`src/rtl/int_ctrl_nested.sv`:
```
// -----------------------------------------------------------------------------
// int_ctrl_nested
//   Nested, fixed-priority interrupt controller with EPC stack for the
//   pipelined CPU. Edge-triggered request lines are synchronised, latched as
//   pending, filtered by a mask and arbitrated (index 0 highest). A line may
//   preempt the handler currently running if it has strictly higher priority,
//   up to DEPTH nesting levels. Each acceptance pushes {cur_ir, epc_in}; eret
//   pops it back.
//
// Ports
//   clk        : system clock, rising edge
//   CLR_n      : asynchronous active-low reset
//   irq        : asynchronous request lines, rising edge requests service
//   mask_we    : mask register write strobe
//   mask_wdata : new mask (1 = line blocked)
//   eret       : return-from-interrupt pulse
//   epc_in     : return PC of the instruction being interrupted
//   Int        : one-cycle fetch redirect pulse
//   Iaddr      : vector address of the last accepted line
//   EPC        : return PC of the last popped stack entry
//   cur_ir     : line in service (NUM_IRQ = idle)
//   depth      : current nesting level
//   pending    : latched, not yet serviced requests
//   err        : one-cycle pulse on eret with an empty stack
// -----------------------------------------------------------------------------
module int_ctrl_nested #(
    parameter int unsigned       NUM_IRQ    = 3,
    parameter int unsigned       DEPTH      = 2,
    parameter int unsigned       ADDR_W     = 32,
    parameter logic [ADDR_W-1:0] VEC_BASE   = 'h100,
    parameter logic [ADDR_W-1:0] VEC_STRIDE = 'h40
) (
    input  logic                           clk,
    input  logic                           CLR_n,
    input  logic [NUM_IRQ-1:0]             irq,
    input  logic                           mask_we,
    input  logic [NUM_IRQ-1:0]             mask_wdata,
    input  logic                           eret,
    input  logic [ADDR_W-1:0]              epc_in,
    output logic                           Int,
    output logic [ADDR_W-1:0]              Iaddr,
    output logic [ADDR_W-1:0]              EPC,
    output logic [$clog2(NUM_IRQ+1)-1:0]   cur_ir,
    output logic [$clog2(DEPTH+1)-1:0]     depth,
    output logic [NUM_IRQ-1:0]             pending,
    output logic                           err
);

    localparam int unsigned IW = $clog2(NUM_IRQ + 1);
    localparam int unsigned DW = $clog2(DEPTH + 1);

    // Input synchroniser, history and registered edge flag.
    logic [NUM_IRQ-1:0] sync1_q, sync2_q, hist_q, rise_q;

    logic [NUM_IRQ-1:0] pending_q, pending_d;
    logic [NUM_IRQ-1:0] mask_q;

    logic [IW-1:0]      stk_ir_q [DEPTH];
    logic [ADDR_W-1:0]  stk_pc_q [DEPTH];

    logic               int_q;
    logic               err_q;
    logic [ADDR_W-1:0]  iaddr_q;
    logic [ADDR_W-1:0]  epc_q;
    logic [IW-1:0]      cur_ir_q;
    logic [DW-1:0]      depth_q;

    // Arbitration results
    logic               sel_found;
    logic [IW-1:0]      sel_idx;
    logic [NUM_IRQ-1:0] sel_oh;
    logic               do_accept;
    logic               do_pop;
    logic [IW-1:0]      pop_ir;
    logic [ADDR_W-1:0]  pop_pc;
    logic [ADDR_W-1:0]  vec_addr;

    // Lowest eligible index wins; only lines strictly above cur_ir preempt.
    always_comb begin
        sel_found = 1'b0;
        sel_idx   = '0;
        sel_oh    = '0;
        for (int unsigned i = 0; i < NUM_IRQ; i++) begin
            if (!sel_found && pending_q[i] && !mask_q[i] && (IW'(i) < cur_ir_q)) begin
                sel_found = 1'b1;
                sel_idx   = IW'(i);
                sel_oh[i] = 1'b1;
            end
        end
    end

    // eret has priority; an acceptance is never taken while Int is high.
    assign do_accept = sel_found && (depth_q < DW'(DEPTH)) && !int_q && !eret;
    assign do_pop    = eret && (depth_q != '0);
    assign vec_addr  = VEC_BASE + (ADDR_W'(sel_idx) * VEC_STRIDE);

    // Top-of-stack read, selected by depth without a variable-width index.
    always_comb begin
        pop_ir = '0;
        pop_pc = '0;
        for (int unsigned k = 0; k < DEPTH; k++) begin
            if (depth_q == DW'(k + 1)) begin
                pop_ir = stk_ir_q[k];
                pop_pc = stk_pc_q[k];
            end
        end
    end

    // Clear the accepted line, but a same-cycle new edge re-sets it.
    always_comb begin
        pending_d = pending_q;
        if (do_accept) begin
            pending_d = pending_d & ~sel_oh;
        end
        pending_d = pending_d | rise_q;
    end

    always_ff @(posedge clk or negedge CLR_n) begin
        if (!CLR_n) begin
            sync1_q   <= '0;
            sync2_q   <= '0;
            hist_q    <= '0;
            rise_q    <= '0;
            pending_q <= '0;
            mask_q    <= '0;
            for (int unsigned k = 0; k < DEPTH; k++) begin
                stk_ir_q[k] <= '0;
                stk_pc_q[k] <= '0;
            end
            int_q     <= 1'b0;
            err_q     <= 1'b0;
            iaddr_q   <= '0;
            epc_q     <= '0;
            cur_ir_q  <= IW'(NUM_IRQ);
            depth_q   <= '0;
        end else begin
            sync1_q   <= irq;
            sync2_q   <= sync1_q;
            hist_q    <= sync2_q;
            rise_q    <= sync2_q & ~hist_q;
            pending_q <= pending_d;
            if (mask_we) begin
                mask_q <= mask_wdata;
            end
            int_q <= do_accept;
            err_q <= eret && (depth_q == '0);
            if (do_pop) begin
                epc_q    <= pop_pc;
                cur_ir_q <= pop_ir;
                depth_q  <= depth_q - DW'(1);
            end else if (do_accept) begin
                for (int unsigned k = 0; k < DEPTH; k++) begin
                    if (depth_q == DW'(k)) begin
                        stk_ir_q[k] <= cur_ir_q;
                        stk_pc_q[k] <= epc_in;
                    end
                end
                depth_q  <= depth_q + DW'(1);
                cur_ir_q <= sel_idx;
                iaddr_q  <= vec_addr;
            end
        end
    end

    assign Int     = int_q;
    assign Iaddr   = iaddr_q;
    assign EPC     = epc_q;
    assign cur_ir  = cur_ir_q;
    assign depth   = depth_q;
    assign pending = pending_q;
    assign err     = err_q;

endmodule

```
`config.mk`:
```
export PLATFORM = sky130hd
export DESIGN_NAME = int_ctrl_nested
export DESIGN_NICKNAME = d
export VERILOG_FILES = /design/src/rtl/int_ctrl_nested.sv
export SDC_FILE = /design/constraint.sdc
export NUM_CORES = 1
export LEC_CHECK = 0
export ABC_CLOCK_PERIOD_IN_PS = 1800
export BUFFER_PORTS_ARGS = -buffer_cell sky130_fd_sc_hd__buf_2
export CAP_MARGIN = 20
export CORE_AREA = 2 2 111 113
export CTS_CLUSTER_SIZE = 8
export DETAILED_ROUTE_END_ITERATION = 6
export DIE_AREA = 0 0 113 115
export GPL_ROUTABILITY_DRIVEN = 0
export PLACE_DENSITY = 0.74
export SETUP_SLACK_MARGIN = 0.15
export SYNTH_ARGS = -nofsm -noshare
export SYNTH_HDL_FRONTEND = slang
export SYNTH_SLANG_ARGS = --single-unit
```
`constraint.sdc`:
```
create_clock -name clk -period 1.8 [get_ports clk]
set_input_delay 0.36 -clock clk [delete_from_list [all_inputs] [get_ports clk]]
set_output_delay 0.36 -clock clk [all_outputs]
set_load 0.05 [all_outputs]
```
# Yosys cells after proc, flatten, opt, wreduce, memory -nomap -nowiden

Index checks and enable logic that the tools add are counted.

Add/subtract/negate cells: 3
$lt $le $gt $ge: 4
Reductions and logical operators: 26
Eq/ne operators: 2
Mux-type cells: 16
Bitwise logic cells: 6

Operator list:

| operator               | count |
|---|---|
| $mux W32               | 2 |
| $mux W2                | 7 |
| $logic_and A1 B1 Y1    | 13 |
| $add A9 B8 Y10 const A | 1 |
| $logic_not A1 Y1       | 7 |
| $and A3 B3 Y3          | 2 |
| $mux W1                | 6 |
| $not A3 Y3             | 2 |
| $reduce_and A3 Y1      | 2 |
| $lt A1 B2 Y1 const A   | 2 |
| $reduce_bool A2 Y1     | 2 |
| $mux W3                | 1 |
| $or A3 B3 Y3           | 1 |
| $add A2 B1 Y2 const B  | 1 |
| $eq A2 B1 Y1 const B   | 1 |
| $eq A2 B2 Y1 const B   | 1 |
| $logic_not A2 Y1       | 1 |
| $lt A2 B2 Y1 const A   | 1 |
| $lt A2 B2 Y1 const B   | 1 |
| $reduce_and A2 Y1      | 1 |
| $sub A2 B1 Y2 const B  | 1 |
| $not A1 Y1             | 1 |

Word-level logic and storage cells: 73
Bits in registers: 156
Output and inout bits: 73
Input port bits: 42

# Logic depth before layout (Yosys ltp)

Depth in word-level cells: 19
Depth in mapped cells: 8

# Worst setup path after synthesis

Ideal clock, no wire load.

Kind: register to register
Start: reg depth_q[1] (netlist: depth[1])
End: reg epc_q[0] (netlist: EPC[0])
Arrival: 1853 ps
Library setup time: 133 ps
Path slack: -186 ps
Clock period less this slack: 1986 ps
Data required time: 1667 ps
Stages on the path, launching flop included: 9
Cells stage by stage: dfrtp_1 -> inv_1 -> ha_1 -> nand2b_1 -> clkbuf_1 -> buf_2 -> clkbuf_1 -> nand2_1 -> o21ai_0

Longest elaborated chain between the ends: 3
Elaborated cells between the ends (all ways): 6
Classes of those cells: 2 x eq/ne; 2 x mux; 2 x reduce/logical

Ends and longest elaborated chain:

| what                   | RTL line | text |
|---|---|---|
| from (decl)            | 66       | `logic [DW-1:0] depth_q;` |
| from (signal assigned) | 150      | `depth_q <= depth_q - DW'(1);` |
| from (signal assigned) | 158      | `depth_q <= depth_q + DW'(1);` |
| $eq A2 B1 Y1           | 102      | `if (depth_q == DW'(k + 1)) begin` |
| $mux W32 (2 in a row)  | 102      |  |
| to (signal assigned)   | 148      | `epc_q <= pop_pc;` |
| to (decl)              | 64       | `logic [ADDR_W-1:0] epc_q;` |

Parallel ways exist; a longest one is shown, timed or not.
A chain may end at the register's enable or synchronous reset.

# Worst setup path after layout

Start: reg cur_ir_q[0] (netlist: cur_ir[0])
End: reg stk_pc_q[19] (netlist bit)

Longest elaborated chain between the ends: 17
Elaborated cells between the ends (all ways): 19
Classes of those cells: 3 x order compare; 3 x mux; 13 x reduce/logical

Ends and longest elaborated chain:

| what                                 | RTL line | text |
|---|---|---|
| from (decl)                          | 65       | `logic [IW-1:0] cur_ir_q;` |
| from (signal assigned)               | 134      | `cur_ir_q <= IW'(NUM_IRQ);` |
| from (signal assigned)               | 149      | `cur_ir_q <= pop_ir;` |
| from (signal assigned)               | 159      | `cur_ir_q <= sel_idx;` |
| $lt A1 B2 Y1                         | 84       | `if (!sel_found && pending_q[i] && !mask_q[i] && (IW'(i) < cur_ir_q)) begin` |
| $logic_and A1 B1 Y1                  | 84       |  |
| $mux W1                              | 84       |  |
| $logic_not A1 Y1                     | 84       |  |
| $logic_and A1 B1 Y1 (3 in a row)     | 84       |  |
| $mux W1                              | 84       |  |
| $logic_not A1 Y1                     | 84       |  |
| $logic_and A1 B1 Y1 (3 in a row)     | 84       |  |
| $mux W1 *                            | 84       |  |
| $logic_and A1 B1 Y1 * (3 in a row)   | 93       | `assign do_accept = sel_found && (depth_q < DW'(DEPTH)) && !int_q && !eret;` |
| $reduce_and A3 Y1 (no source line) * | --       |  |
| to (signal, indexed assignment)      | 155      | `stk_pc_q[k] <= epc_in;` |
| to (decl)                            | 59       | `logic [ADDR_W-1:0] stk_pc_q [DEPTH];` |

Every way passes the cells marked *; elsewhere a longest branch is shown, timed or not.

==> results.tsv <==
stage	metric	value	unit
outcome	outcome	finished with violations	
outcome	violations	design-rule violations, negative setup slack	
logic_synthesis	synth_area	0.00566	sq mm
global_routing	grt_overflow	0	
layout	final_core_util	58.9	%
run	drv_cap	0	
layout	final_nets	602	
worst_hold_path	hp-start	irq[2]	
worst_setup_path	crit_buf_inv	1	
worst_setup_path	crit_path_end_kind	flip-flop	
placement	dpl.hpwl	7560	microns
global_routing	grt_pass1_wl	18200	microns
placement	dp_slack	-0.0170	ns
placement	placed_cell_area	0.00628	sq mm
power	vdd_drop_max	0.000697	V
global_routing	antenna_found_initial	0	
global_routing	grt_max_degree	46	
worst_setup_path	r2r_setup_slack	-0.03	ns
route	route.met2.wl	5430	microns
sta	fin_ws	-0.0290	ns
clock_network	cts_buffers	17	
worst_setup_path	path_delay_family	flip-flops	
route	drt-met1-wl	4970	microns
sta	finClkSkew	0.00581	ns
clock_network	clk_latency	0.41	ns
global_routing	grt.total_usage	18.1	%
worst_setup_path	worstReg2RegStart	cur_ir[0]$_DFFE_PN1P_	
logic_synthesis	synth_cell_type_count	37	
layout	final_cells	717	
worst_setup_path	critPathMaxStageDelay	0.46	ns
power	fin_total_pwr	9.04	mW
logic_synthesis	synth_edf_count	0	
route	ant_nets	0	
layout	final_common_cell	dfrtp_1	
die	die_width	113	microns
logic_synthesis	synth_seq_cells	127	
route	first_pass_iters	6	
route	wl_per_cell	15.5	microns
global_routing	grt_pass1_vias	3594	
die	die_area	0.0130	sq mm
route	totalWireLength	11100	microns
worst_setup_path	rr_endpoint	stk_pc_q[19]$_DFFE_PN0P_	
die	rows	40	
route	drcViolationCount	8	
layout	fin_area	0.00696	sq mm
clock_network	clock_sinks	127	
clock_network	htreeDepth	4	
worst_setup_path	worstSetupPathType	flip-flop to flip-flop	
sta	whs	0.0520	ns
placement	port-buffer-count	85	
clock_network	clockBufferDepth	2	
worst_setup_path	crit_path_top_delay_cell	dfstp_4	
route	vias_per_cell	4.95	
logic_synthesis	synth_warnings	0	
clock_network	ctsRootBufferMaster	clkbuf_16	
logic_synthesis	syn_area_per_cell	12.4	sq um
layout	syn2layout_area_growth	23.0	%
route	wl_met3	535	microns
sta	finalSetupViolCount	23	
clock_network	clk_pin_slew_worst_paths	0.05	ns
route	drt_iter0_drc	194	
logic_synthesis	seq_area_frac_synth	56.2	%
worst_hold_path	min_to	sync1_q[2]$_DFF_PN0_	
layout	diodes	0	
layout	drive_above_1_share	40.2	%
sta	fin_crit_sh	102	%
worst_setup_path	path_cells	and3b_1 > o32a_4 > nand3_4 > buf_12 > mux2_4	
die	ios	115	
worst_setup_path	crit_path_max_fanout	14	
sta	slew_viol_final	0	
logic_synthesis	synthCells	457	
sta	hold_viol	0	
die	core	0.0118	sq mm
power	p_leak	3.67	nW
worst_hold_path	hp-class	input pin to flip-flop	
sta	final.min_clock_period	1.83	ns
power	powerDensity	1300	mW/mm^2
logic_synthesis	async_flop_share	100	%
worst_setup_path	worstPathArrival	2.12	ns
sta	max_freq	547	MHz
worst_hold_path	min_delay_path_depth	1	
worst_setup_path	cp.required	2.09	ns
worst_setup_path	ff2ff_path_depth	5	
route	top_layer	met4	
clock_network	cts_tree	built	
layout	final_cell_mix	120 x dfrtp_1, 82 x buf_2, 68 x mux2_4, 65 x nand2_1	
die	initial_core_util	47.9	%
die	die_y	115	microns
sta	tns	-0.187	ns
layout	fillers	975	
logic_synthesis	synthFlopType	dfrtp_1	
sta	rsz0062_at_grt	yes	
route	vias	3546	
worst_setup_path	critPathLaunchType	flip-flop	
placement	place_inst	683	
registers in the layout, indices dropped and copies added, names as in the netlist:
register / count
EPC: 32
hist_q: 3
Iaddr: 3
rise_q: 3
cur_ir: 2
sync2_q: 3
depth: 2
Int: 1
stk_pc_q: 64
err: 1
sync1_q: 3
pending: 3
stk_ir_q: 4
mask_q: 3
layout make-up:
| class | count | area [sq um] | share of cell area (%) |
|---|---|---|---|
| Clock inverter | 11 | 115 | 1.65 |
| Inverter | 4 | 15.0 | 0.216 |
| Sequential cell | 127 | 3190 | 45.9 |
| Multi-Input combinational cell | 300 | 2220 | 31.9 |
| Tap cell | 147 | 184 | 2.64 |
| Timing Repair Buffer | 107 | 774 | 11.1 |
| Clock buffer | 21 | 460 | 6.62 |
worst max-delay path by stage:
stage / from / end / slack (ns) / cells after the start
after global routing: cur_ir[0]$_DFFE_PN1P_ / stk_pc_q[19]$_DFFE_PN0P_ / -0.06 / 5
after floorplan: cur_ir[0]$_DFFE_PN1P_ / stk_ir_q[0]$_DFFE_PN0P_ / -0.07 / 5
after detailed placement: cur_ir[0]$_DFFE_PN1P_ / stk_pc_q[19]$_DFFE_PN0P_ / -0.02 / 5
final: cur_ir[0]$_DFFE_PN1P_ / stk_pc_q[19]$_DFFE_PN0P_ / -0.03 / 5
after global placement: cur_ir[0]$_DFFE_PN1P_ / stk_pc_q[28]$_DFFE_PN0P_ / 0.01 / 5
after CTS: cur_ir[0]$_DFFE_PN1P_ / stk_pc_q[19]$_DFFE_PN0P_ / -0.03 / 5
logic make-up (layout without fill, tap and decap cells):
family	count (synthesis)	after routing	synth area share, %
AOI/OAI and AO/OA	77	77	7.70
xor gates and xnor gates	1	1	0.155
adders and majority gates	3	3	0.664
buffers and inverters	58	143	7.52
DFF	127	127	56.2
muxes	71	71	18.1
other	1	29	0.0663
and+or+nand+nor	119	119	9.54
repair_timing:
| action | 4_1_cts | 5_1_grt |
|---|---|---|
| hold buffers | 1 | 0 |
| setup buffers | 0 | 0 |
| gates cloned | 0 | 1 |
| hold endpoints to repair | 25 | 0 |
| gates resized for setup | 13 | 6 |
| setup endpoints to repair | 71 | 104 |
synth_stat cells (3+ instances only):
master,n,area (sq um)
nor2b_1,5,31.3
dfrtp_1,125,3130
buf_12,6,120
inv_1,4,15.0
buf_1,3,11.3
buf_4,29,218
o21ai_0,34,170
clkbuf_1,15,56.3
a22oi_1,3,22.5
nor2_1,34,128
mux2_2,11,124
mux2_4,60,901
a21o_1,3,22.5
a21oi_1,31,155
ha_1,3,37.5
nand2_1,66,248
metal layers:
metal | vias up | global-route usage (%)
met3 | 18 | 5.06
li1 | 1685 | -
met2 | 92 | 29.5
met5 | - | 0
met1 | 1751 | 23.2
met4 | 0 | 7.07
power by group:
group | internal [mW] | switching (mW)
sequential | 3.25 | 0.246
combinational | 0.825 | 1.41
clock | 2.09 | 1.21
total | 6.17 | 2.87
Power figures use the tool's default switching activity.
